===== src/rtl/instr_fetch.sv =====
// Instruction fetch unit: one outstanding memory request, a small in-order
// instruction buffer with registered outputs, and redirect handling.
module instr_fetch #(
  parameter logic [31:0] RESET_PC = 32'h8000_0000,
  parameter int          DEPTH    = 2
) (
  input  logic        clk,
  input  logic        rst,
  output logic        mem_req_valid,
  input  logic        mem_req_ready,
  output logic [31:0] mem_req_addr,
  input  logic        mem_resp_valid,
  input  logic [31:0] mem_resp_data,
  input  logic        redirect_valid,
  input  logic [31:0] redirect_addr,
  output logic        instr_valid,
  input  logic        instr_ready,
  output logic [31:0] instr,
  output logic [31:0] instr_pc
);

  localparam int CW = $clog2(DEPTH + 1);

  typedef enum logic [1:0] {
    ST_REQ  = 2'd0,
    ST_WAIT = 2'd1,
    ST_DROP = 2'd2
  } state_t;

  state_t        state_r;
  state_t        state_nxt_s;
  logic [31:0]   fetch_pc_r;
  logic [31:0]   req_pc_r;
  logic [CW-1:0] count_r;
  logic [CW-1:0] count_nxt_s;
  logic [CW-1:0] push_idx_s;
  logic [31:0]   data_q_r [DEPTH];
  logic [31:0]   pc_q_r   [DEPTH];
  logic          req_valid_r;
  logic          instr_valid_r;
  logic          handshake_s;
  logic          push_s;
  logic          pop_s;

  assign mem_req_valid = req_valid_r;
  assign mem_req_addr  = fetch_pc_r;
  assign instr_valid   = instr_valid_r;
  assign instr         = data_q_r[0];
  assign instr_pc      = pc_q_r[0];

  // Next-state, occupancy and buffer-control decode; redirect dominates all events.
  always_comb begin
    handshake_s = req_valid_r & mem_req_ready;
    pop_s       = instr_valid_r & instr_ready & ~redirect_valid;
    push_s      = (state_r == ST_WAIT) & mem_resp_valid & ~redirect_valid;
    push_idx_s  = count_r;
    if (pop_s) begin
      push_idx_s = count_r - CW'(1'b1);
    end else begin
      push_idx_s = count_r;
    end
    count_nxt_s = count_r;
    if (redirect_valid) begin
      count_nxt_s = {CW{1'b0}};
    end else if (push_s && !pop_s) begin
      count_nxt_s = count_r + CW'(1'b1);
    end else if (pop_s && !push_s) begin
      count_nxt_s = count_r - CW'(1'b1);
    end else begin
      count_nxt_s = count_r;
    end
    state_nxt_s = state_r;
    case (state_r)
      ST_REQ: begin
        if (handshake_s) begin
          state_nxt_s = redirect_valid ? ST_DROP : ST_WAIT;
        end else begin
          state_nxt_s = ST_REQ;
        end
      end
      ST_WAIT: begin
        if (mem_resp_valid) begin
          state_nxt_s = ST_REQ;
        end else if (redirect_valid) begin
          state_nxt_s = ST_DROP;
        end else begin
          state_nxt_s = ST_WAIT;
        end
      end
      // A response arriving in DROP always retires the stale request, even
      // alongside a fresh redirect; otherwise DROP would never be left.
      ST_DROP: begin
        if (mem_resp_valid) begin
          state_nxt_s = ST_REQ;
        end else begin
          state_nxt_s = ST_DROP;
        end
      end
      default: begin
        state_nxt_s = ST_REQ;
      end
    endcase
  end

  // FSM, fetch PC, registered request/valid outputs and the shifting instruction buffer.
  always_ff @(posedge clk) begin
    if (!rst) begin
      state_r       <= ST_REQ;
      fetch_pc_r    <= RESET_PC;
      req_pc_r      <= RESET_PC;
      count_r       <= {CW{1'b0}};
      req_valid_r   <= 1'b0;
      instr_valid_r <= 1'b0;
      for (int i = 0; i < DEPTH; i++) begin
        data_q_r[i] <= 32'h0000_0000;
        pc_q_r[i]   <= 32'h0000_0000;
      end
    end else begin
      state_r       <= state_nxt_s;
      count_r       <= count_nxt_s;
      req_valid_r   <= (state_nxt_s == ST_REQ) && (count_nxt_s < CW'(DEPTH));
      instr_valid_r <= (count_nxt_s != {CW{1'b0}});
      if (redirect_valid) begin
        fetch_pc_r <= {redirect_addr[31:2], 2'b00};
      end else if (handshake_s) begin
        fetch_pc_r <= fetch_pc_r + 32'd4;
      end
      if (handshake_s) begin
        req_pc_r <= fetch_pc_r;
      end
      if (pop_s) begin
        for (int i = 0; i < DEPTH - 1; i++) begin
          data_q_r[i] <= data_q_r[i+1];
          pc_q_r[i]   <= pc_q_r[i+1];
        end
        data_q_r[DEPTH-1] <= 32'h0000_0000;
        pc_q_r[DEPTH-1]   <= 32'h0000_0000;
      end
      if (push_s) begin
        for (int i = 0; i < DEPTH; i++) begin
          if (CW'(i) == push_idx_s) begin
            data_q_r[i] <= mem_resp_data;
            pc_q_r[i]   <= req_pc_r;
          end
        end
      end
    end
  end

endmodule


===== config.mk =====
export PLATFORM = sky130hd
export DESIGN_NAME = instr_fetch
export DESIGN_NICKNAME = d
export VERILOG_FILES = /design/src/rtl/instr_fetch.sv
export SDC_FILE = /design/constraint.sdc
export NUM_CORES = 1
export LEC_CHECK = 0
export BUFFER_PORTS_ARGS = -buffer_cell sky130_fd_sc_hd__buf_2
export CORE_ASPECT_RATIO = 1.1
export CORE_UTILIZATION = 60
export DETAILED_ROUTE_END_ITERATION = 8
export GPL_TIMING_DRIVEN = 0
export PLACE_DENSITY = 0.95
export SLEW_MARGIN = 20
export SYNTH_ARGS = -nofsm -noshare
export SYNTH_HDL_FRONTEND = slang
export SYNTH_SLANG_ARGS = --single-unit

===== constraint.sdc =====
create_clock -name clk -period 5.63 [get_ports clk]
set_input_delay 0.563 -clock clk [delete_from_list [all_inputs] [get_ports clk]]
set_output_delay 0.563 -clock clk [all_outputs]
set_load 0.03 [all_outputs]

==> results_dict.tcl, run 1 <==
set metrics [dict create \
    cp.depth 7 \
    tightest_slew_ns 0.579 \
    status "complete, no violations" \
    critical_path.max_stage_delay_ns 0.51 \
    drtPass1Iterations 5 \
    crit_path_end_kind "register" \
    cp-start-kind "register" \
    synth_edf_count 124 \
    final_area_sq_um 10800 \
    timing.rr.start "instr_valid" \
    numPortBuffers 161 \
    p_leak_uw 0.00487 \
    skew_ns 0.00637 \
    post-synth-top-count-cell "nand2_1" \
    synth-async-reset-ratio_pct 0 \
    die_x_microns 120 \
    hpwl_microns 14600 \
    drt_iter0_drc 559 \
    crit_chain "nand3b_4 > or3b_2 > a21oi_4 > clkbuf_1 > nand3b_1 > buf_8 > buf_6" \
    grt_max_degree 39 \
    seq_area_frac_synth_pct 55.3 \
    grt.total_usage_pct 26.1 \
    tns_ns 0 \
    cts_tree "done" \
    ios 168 \
    postRouteAntennaNets 0 \
    routedWlPerCell_microns 15.7 \
    r2r_slack_ns 2.71 \
    rows 46 \
    coreArea_sq_um 14600 \
    period_share_pct 51.8 \
    synth_top_area_share_pct 40.8 \
    critPathKind "reg2reg" \
    clk_pin_slew_ns 0.07 \
    cts-root-buf "clkbuf_16" \
    grt_busiest_layer "met2" \
    synth_top_area_cell "edfxtp_1" \
    num_vias 6786 \
    vias_per_cell 5.38 \
    clkSinkCount 190 \
    max_freq_ghz 0.343 \
    synth-seq-cells 190 \
    clock_latency_ns 0.43 \
    report.final.slew_viol_count 0 \
    reg2regPathDepth 7 \
    use_met3_pct 4.25 \
    finalCriticalPeriod_ns 2.92 \
    r2r_end "data_q_r[0][59]" \
    htree_levels 4 \
    grt_pass1_wl_microns 32000 \
    postCtsSetupRepairBufs 0 \
    synthTopCellsByCount "142 x nand2_1, 124 x edfxtp_1, 69 x and2_1" \
    antenna_cells 0 \
    rsz0062_at_grt "false" \
    ys_warn_count 0 \
    grt.overflow.total 0 \
    antenna_found_initial 0 \
    finalSetupViolCount 0 \
    critical_path_arrival_ns 3.04 \
    hold_viol_final 0 \
    place_congestion 0.907 \
    slew_headroom_pct 61.3 \
    drive_gt1_share_pct 26.2 \
    cap_violations 0 \
    startpoint "instr_valid" \
    yosysUniqueCellTypes 53 \
    grt_pass1_vias 6493 \
    hold_class "in2reg" \
    ctsHoldBuffers 0 \
    cts_buffer_depth 2 \
    power_density_nw_per_um2 282 \
    syn_area_per_cell_sq_um 10.5 \
    cp_data_required_time_ns 5.76 \
    met1_usage_pct 32.7 \
    cp_max_fo 17 \
    start_util_pct 62.4 \
    numCtsBuffers 17 \
    setup.worst_path.end "data_q_r[0][59]" \
    grtUsageMet2_pct 43.8 \
    cp_top_family "simple AND/OR/NAND/NOR gates" \
    cp.buffers_inverters 3 \
    cts-resized-gates 0 \
    synthFlopType "edfxtp_1" \
    routed_wirelength_microns 19800 \
    peakVddDrop_uv 219 \
    post-route-drc-count 0 \
    dieArea_sq_um 15700 \
    synth_area_leaders "edfxtp_1 41%, dfxtp_1 14%, mux2i_1 6.9%" \
    slowest_stage "nand3b_1" \
    netlist_area_sq_um 9130 \
    hp-start "redirect_addr[20]" \
    synth_cells 868 \
    synthToLayoutAreaGrowth_pct 18.8 \
    dpl_cell_area_sq_um 10300 \
    die_h_microns 131 \
    final_net_count 1127 \
]
==> registers in the layout, indices dropped and copies added, names as in the netlist <==
register and flops:
data_q_r 64, pc_q_r 60, instr_valid 1, mem_req_valid 1, state_r 2, mem_req_addr 30, req_pc_r 30, count_r 2
==> per-layer routing <==
layer	routed length [microns]	share of wire [%]
met5	0	0
met4	509	2.6
met3	1520	7.7
met2	9870	50
met1	7900	40
==> layout make-up <==
cell class	instances	area (sq um)
fill	1016	3770
inverter	65	244
sequential	190	5040
timing repair buffer	166	875
tap	192	240
multi-input combinational	498	3110
clock buffer	19	433
clock inverter	13	148
buffer	118	753
==> worst min-delay path by stage <==
| stage | slack, ns | cells after the start | to |
|---|---|---|---|
| 5_1_grt | 0.41 | 2 | mem_req_addr[4] |
| 3_3_place_gp | 0.46 | 2 | req_pc_r[3] |
| 4_1_cts | 0.38 | 3 | mem_req_addr[20] |
| 6_report | 0.39 | 3 | mem_req_addr[20] |
| 2_1_floorplan | 0.45 | 2 | req_pc_r[10] |
| 3_5_place_dp | 0.47 | 2 | req_pc_r[5] |
==> stage by stage <==
stage	setup slack, ns	hold slack, ns	total power [uW]	utilization [%]	std cells
global placement	0.842	0.463	1880	69.7	1224
CTS	2.71	0.380	3060	74.2	1261
detailed placement	2.32	0.469	1890	70.2	1229
finish	2.71	0.391	3060	74.2	1261
floorplan	2.00	0.452	1790	-	871
global route	2.53	0.408	3140	74.2	1261
==> cell families (layout without fill, tap and decap cells) <==
family / Yosys count / count (layout) / share of synthesized area [%]
adders and majority gates: 1 / 1 / 0.137
xor gates and xnor gates: 12 / 12 / 1.15
other: 1 / 4 / 0.0411
muxes: 64 / 64 / 7.03
buffers and inverters: 183 / 381 / 10.9
AOI/OAI and AO/OA: 101 / 101 / 7.34
and+or+nand+nor: 316 / 316 / 18.1
DFF: 190 / 190 / 55.3
==> worst reg2reg max path, delay by kind of cell (launching register included) <==
kind | cells | cell delay, ns
buffers and inverters | 3 | 0.80
DFF | 1 | 0.39
AOI/OAI and AO/OA | 1 | 0.27
and+or+nand+nor | 3 | 1.17
==> cell usage in the layout, fill, tap and decap left out, types with 10 or more instances in the layout <==
cell       instances
clkbuf_1          40
buf_2            165
o21ai_0           31
buf_6             10
buf_4             66
a21oi_1           10
edfxtp_1         124
dfxtp_1           66
inv_1             65
and3_1            12
mux2i_1           63
clkbuf_16         17
nand2_1          142
nand3_1           21
and2_1            69
nand4_1           13
a21boi_0          29
==> where the power goes <==
part | leakage (uW) | internal, uW | total (uW) | switching, uW
registers | 0.00182 | 1540 | 1580 | 45.9
logic | 0.00277 | 103 | 284 | 181
clock network | 0.000273 | 691 | 1190 | 498
total | 0.00487 | 2330 | 3060 | 725
(Power assumes the default switching activity.)
==> run 2, diff against run 1 <==
- ABC_AREA: default -> 1
- CORE_UTILIZATION: 60 -> 51
- PLACE_DENSITY: 0.95 -> 0.88
- clock period: 5.63 -> 2.59 ns (I/O delays scaled with it)
==> results_dict.tcl, run 2 <==
set metrics [dict create \
    status "complete, no violations" \
    place_congestion 0.993 \
    cap_violations 0 \
    rows 51 \
    report.final.slew_viol_count 0 \
    synth_area_leaders "edfxtp_1 40%, dfxtp_1 14%, nand2_1 11%" \
    cts_tree "done" \
    slew_headroom_pct 54.6 \
    ctsHoldBuffers 0 \
    numCtsBuffers 17 \
    syn_area_per_cell_sq_um 7.98 \
    post-synth-top-count-cell "nand2_1" \
    tns_ns 0 \
    synthFlopType "edfxtp_1" \
    crit_path_end_kind "register" \
    dieArea_sq_um 19000 \
    top_register "data_q_r" \
    min_delay_path_depth 3 \
    final_area_sq_um 11300 \
    cp_max_fo 15 \
    synthTopCellsByCount "285 x nand2_1, 187 x nor2_1, 172 x inv_1" \
    synthToLayoutAreaGrowth_pct 20.2 \
    numPortBuffers 161 \
    multiInputGateArea_sq_um 3190 \
    timing.rr.start "instr_valid" \
    hp-start "redirect_addr[2]" \
    r2r_slack_ns 0.04 \
    grt_pass1_wl_microns 36900 \
    period_share_pct 98.5 \
    critPathKind "reg2reg" \
    antenna_cells 0 \
    synth-async-reset-ratio_pct 0 \
    rsz0062_at_grt "true" \
    grt.total_usage_pct 25.0 \
    largest_reg_flops 64 \
    clock_latency_ns 0.43 \
    die_x_microns 132 \
    power_density_nw_per_um2 594 \
    coreArea_sq_um 17900 \
    grt.overflow.total 0 \
    synth_top_area_cell "edfxtp_1" \
    grt_pass1_vias 7641 \
    synth-seq-cells 190 \
    drive_gt1_share_pct 20.6 \
    routedWlPerCell_microns 14.3 \
    final_common_cell "nand2_1" \
    vias_per_cell 5.03 \
    setup_ws_ns 0.0386 \
    postRouteAntennaNets 0 \
    synth_edf_count 124 \
    hold_viol_final 0 \
    hold_class "in2reg" \
    critical_path_arrival_ns 2.66 \
    layout_common_cells "283 x nand2_1, 187 x nor2_1, 171 x inv_1" \
    p_leak_uw 0.00523 \
    final_net_count 1444 \
    dp_slack_ns -0.582 \
    cp-start-kind "register" \
    routed_wirelength_microns 23300 \
    finalSetupViolCount 0 \
    dpl_cell_area_sq_um 10600 \
    whs_endpoint "mem_req_addr[2]" \
    ys_warn_count 0 \
    cts_buffer_depth 2 \
    reg_top3 "data_q_r: 64 flops, pc_q_r: 60 flops" \
    htree_levels 4 \
    die_h_microns 144 \
    drtPass1Iterations 5 \
    seq_area_frac_synth_pct 53.6 \
    synth_top_area_share_pct 39.6 \
    netlist_area_sq_um 9410 \
    post-route-drc-count 0 \
    clkSinkCount 190 \
    clk_pin_slew_ns 0.07 \
    fillCellCount 1459 \
    skew_ns 0.0102 \
    hpwl_microns 15900 \
    ios 168 \
    synth_cells 1179 \
    tightest_slew_ns 0.680 \
    reg2regPathDepth 9 \
    grt_max_degree 18 \
    cts-root-buf "clkbuf_16" \
    num_vias 8164 \
    drt_iter0_drc 595 \
    ff_latch_area_sq_um 5040 \
    timing.hold.ws_ns 0.0898 \
    peakVddDrop_uv 495 \
    antenna_found_initial 0 \
    finalCriticalPeriod_ns 2.55 \
    max_freq_ghz 0.392 \
    cp_data_required_time_ns 2.70 \
    r2r_end "pc_q_r[0][47]" \
    start_util_pct 52.7 \
    yosysUniqueCellTypes 26 \
]
[run 2: cell types whose count changed in the layout (fill, tap and decap cells not counted), moves of 29 or more]
cell	change
a21boi_0	-29
a21oi_1	+42
and2_1	-69
inv_1	+106
mux2i_1	-63
nand2_1	+141
nand3_1	+59
nor2_1	+178
[run 2: logic make-up (layout without fill, tap and decap cells)]
kind of cell    after synthesis  count (layout)  synth area share, %
flops                       190             190                 53.6
other cells                   1               4               0.0398
simple gates                561             568                 23.8
xor+xnor                     15              15                 1.40
buf+inv                     293             490                 14.4
fa+ha+maj                     1               1                0.133
compound gates              118             118                 6.69
[run 2: cell type report]
type / count / share of cell area (%)
Clock inverter: 12 / 1.22
Tap cell: 238 / 2.63
Clock buffer: 20 / 3.95
Multi-Input combinational cell: 706 / 28.2
Timing Repair Buffer: 165 / 7.38
Buffer: 117 / 6.20
Inverter: 176 / 5.87
Sequential cell: 190 / 44.6
[run 2: power by group]
| part | switching [uW] | internal (uW) |
|---|---|---|
| registers | 92.6 | 3360 |
| logic | 451 | 224 |
| clock network | 1150 | 1460 |
| total | 1690 | 5040 |
[run 2: how the worst max path moves through the flow]
stage,start,end,slack [ns],cells after the start
4_1_cts,instr_valid,pc_q_r[0][62],-0.08,8
5_1_grt,instr_valid,pc_q_r[0][52],-0.05,9
3_3_place_gp,instr_valid,data_q_r[0][41],-0.51,9
3_5_place_dp,instr_valid,data_q_r[0][38],-0.58,9
6_report,instr_valid,pc_q_r[0][47],0.04,9
2_1_floorplan,instr_valid,data_q_r[0][32],0.009,8
[run 2: worst max-delay path, stage by stage, from the launching register on]
cell and delay [ns]:
dfxtp_1 0.38, nand2_1 0.13, nor2_4 0.19, clkinvlp_4 0.15
nand2_1 0.09, o21ai_1 0.11, nor3_4 0.36, nand2_2 0.26
buf_4 0.30, nand3_4 0.24
[run 2: layer usage]
metal / part of all wire [%] / GRT usage [%] / vias up
met1: 40 / 30.1 / 3675
li1: - / - / 4058
met5: 0 / 0 / -
met2: 49 / 43.6 / 375
met3: 7.5 / 4.35 / 56
met4: 3.5 / 12.4 / 0
[run 2: stage by stage]
stage	util (%)	std cells	power, uW
after global routing	63.3	1624	6930
after detailed placement	59.1	1581	4160
after global placement	59.1	1581	4140
after CTS	63.1	1623	6730
after floorplan	-	1182	3930
final	63.3	1624	6730
[run 2: repair_timing]
item	CTS	global route
endpoints found under the hold margin	0	0
setup buffers	4	0
pin swaps	2	2
setup endpoints to repair	124	125
gates cloned	6	1
resized for setup	7	8
==> run 3, diff against run 2 <==
- PLACE_DENSITY: 0.88 -> 0.77
==> results_dict.tcl, run 3 (synthesis gave the netlist of run 2 again) <==
set metrics [dict create \
    status "complete, no violations" \
    clock_latency_ns 0.43 \
    grt.overflow.total 0 \
    numCtsBuffers 17 \
    slew_headroom_pct 55.7 \
    slowest_stage "dfxtp_1" \
    startpoint "instr_valid" \
    tightest_slew_ns 0.665 \
    clkSinkCount 190 \
    num_vias 8019 \
    critical_path_arrival_ns 2.57 \
    cts-root-buf "clkbuf_16" \
    grt_pass1_vias 7166 \
    skew_ns 0.00710 \
    drt_iter0_drc 556 \
    hpwl_microns 15600 \
    total_power_uw 6970 \
    critPathKind "reg2reg" \
    grt_pass1_wl_microns 35300 \
    hold_class "in2reg" \
    period_share_pct 95.8 \
    cp-start-kind "register" \
    cp_data_required_time_ns 2.68 \
    rows 51 \
    routedWlPerCell_microns 13.8 \
    dieArea_sq_um 19000 \
    cp_common_cell "buf_4" \
    r2r_slack_ns 0.11 \
    rsz0062_at_grt "false" \
    cp_max_fo 16 \
    top_register "data_q_r" \
    cap_violations 0 \
    peakVddDrop_uv 491 \
    vias_per_cell 4.94 \
    ios 168 \
    htree_levels 4 \
    antenna_found_initial 1 \
    die_x_microns 132 \
    layout_common_cells "283 x nand2_1, 187 x nor2_1, 171 x inv_1" \
    crit_chain "nand2_1 > nor2_4 > clkinvlp_4 > o21ai_1 > nor3_4 > buf_4 > nand2_2 > buf_4 > nand3_4" \
    cts_tree "done" \
    numPortBuffers 161 \
    antenna_cells 0 \
    reg_top3 "data_q_r: 64 flops, pc_q_r: 60 flops" \
    r2r_end "pc_q_r[0][34]" \
    start_util_pct 52.7 \
    crit_path_end_kind "register" \
    die_h_microns 144 \
    grt_max_degree 17 \
    routed_wirelength_microns 22500 \
    clk_pin_slew_ns 0.07 \
    post-route-drc-count 0 \
    drtPass1Iterations 7 \
    hold_viol_final 0 \
    coreArea_sq_um 17900 \
    postRouteAntennaNets 0 \
    grt.total_usage_pct 24.1 \
    drive_gt1_share_pct 20.6 \
    finalSetupViolCount 0 \
    power_density_nw_per_um2 613 \
    report.final.slew_viol_count 0 \
    final_net_count 1445 \
    final_common_cell "nand2_1" \
    critical_path.max_stage_delay_ns 0.38 \
    synthToLayoutAreaGrowth_pct 20.9 \
    setup.worst_path.end "pc_q_r[0][34]" \
    place_congestion 1.02 \
    p_leak_uw 0.00526 \
    cts_buffer_depth 2 \
    max_freq_ghz 0.403 \
    reg2regPathDepth 9 \
    timing.rr.start "instr_valid" \
    tns_ns 0 \
    finalCriticalPeriod_ns 2.48 \
    largest_reg_flops 64 \
]
[run 3: cell count changes in the layout (fill, tap and decap cells not counted), sizes merged]
cell and delta:
buf +2, bufinv +3, clkbuf -1, clkinv -3, clkinvlp +1, inv -1
nand3 -1
[run 3: cell type report]
class / instances / area [sq um]
Buffer: 117 / 702
Fill cell: 1520 / 6490
Timing Repair Buffer: 167 / 863
Multi-Input combinational cell: 705 / 3160
Tap cell: 238 / 298
Sequential cell: 190 / 5040
Clock buffer: 19 / 433
Clock inverter: 12 / 210
Inverter: 176 / 664
[run 3: per-layer routing]
metal	vias to the layer above	track usage, %	part of all wire [%]
li1	4047	-	-
met4	2	10.3	2.3
met3	36	4.21	7.2
met2	315	42.2	49
met1	3619	29.2	41
met5	-	0	0.058
[run 3: repair_timing]
action                                  CTS  global route
endpoints found under the setup margin  124            77
buffers inserted                          5             1
pin swaps                                 1             0
hold buffers                              0             0
resized for setup                        11             1
hold endpoints to repair                  0             0
cloned                                    6             0
[run 3: critical path, delay by kind of cell (launching register included)]
family,cells,cell delay [ns]
simple gates,5,0.89
buf+inv,3,0.60
flops,1,0.38
compound gates,1,0.25
[run 3: how the worst min path moves through the flow]
stage / start / depth (start not counted) / end
after floorplan: redirect_addr[10] / 2 / mem_req_addr[10]
after global placement: req_pc_r[12] / 2 / req_pc_r[12]
after detailed placement: req_pc_r[23] / 2 / req_pc_r[23]
after CTS: redirect_addr[2] / 3 / mem_req_addr[2]
after global routing: redirect_addr[3] / 3 / mem_req_addr[3]
final: redirect_addr[2] / 3 / mem_req_addr[2]
[run 3: per-stage QoR]
stage	hold WS (ns)	std cells	setup WS (ns)	instance area [sq um]	util, %
after floorplan	0.427	1182	0.00899	9450	-
after global placement	0.461	1581	-0.508	10600	59.1
after detailed placement	0.469	1581	-0.572	10600	59.1
after CTS	0.0843	1623	0.0178	11400	63.5
after global routing	0.101	1624	0.0146	11400	63.7
final	0.0941	1624	0.109	11400	63.7
[run 3: report_power, final]
group / internal (uW) / switching [uW]
sequential: 3360 / 90.7
clock: 1720 / 1130
combinational: 226 / 445
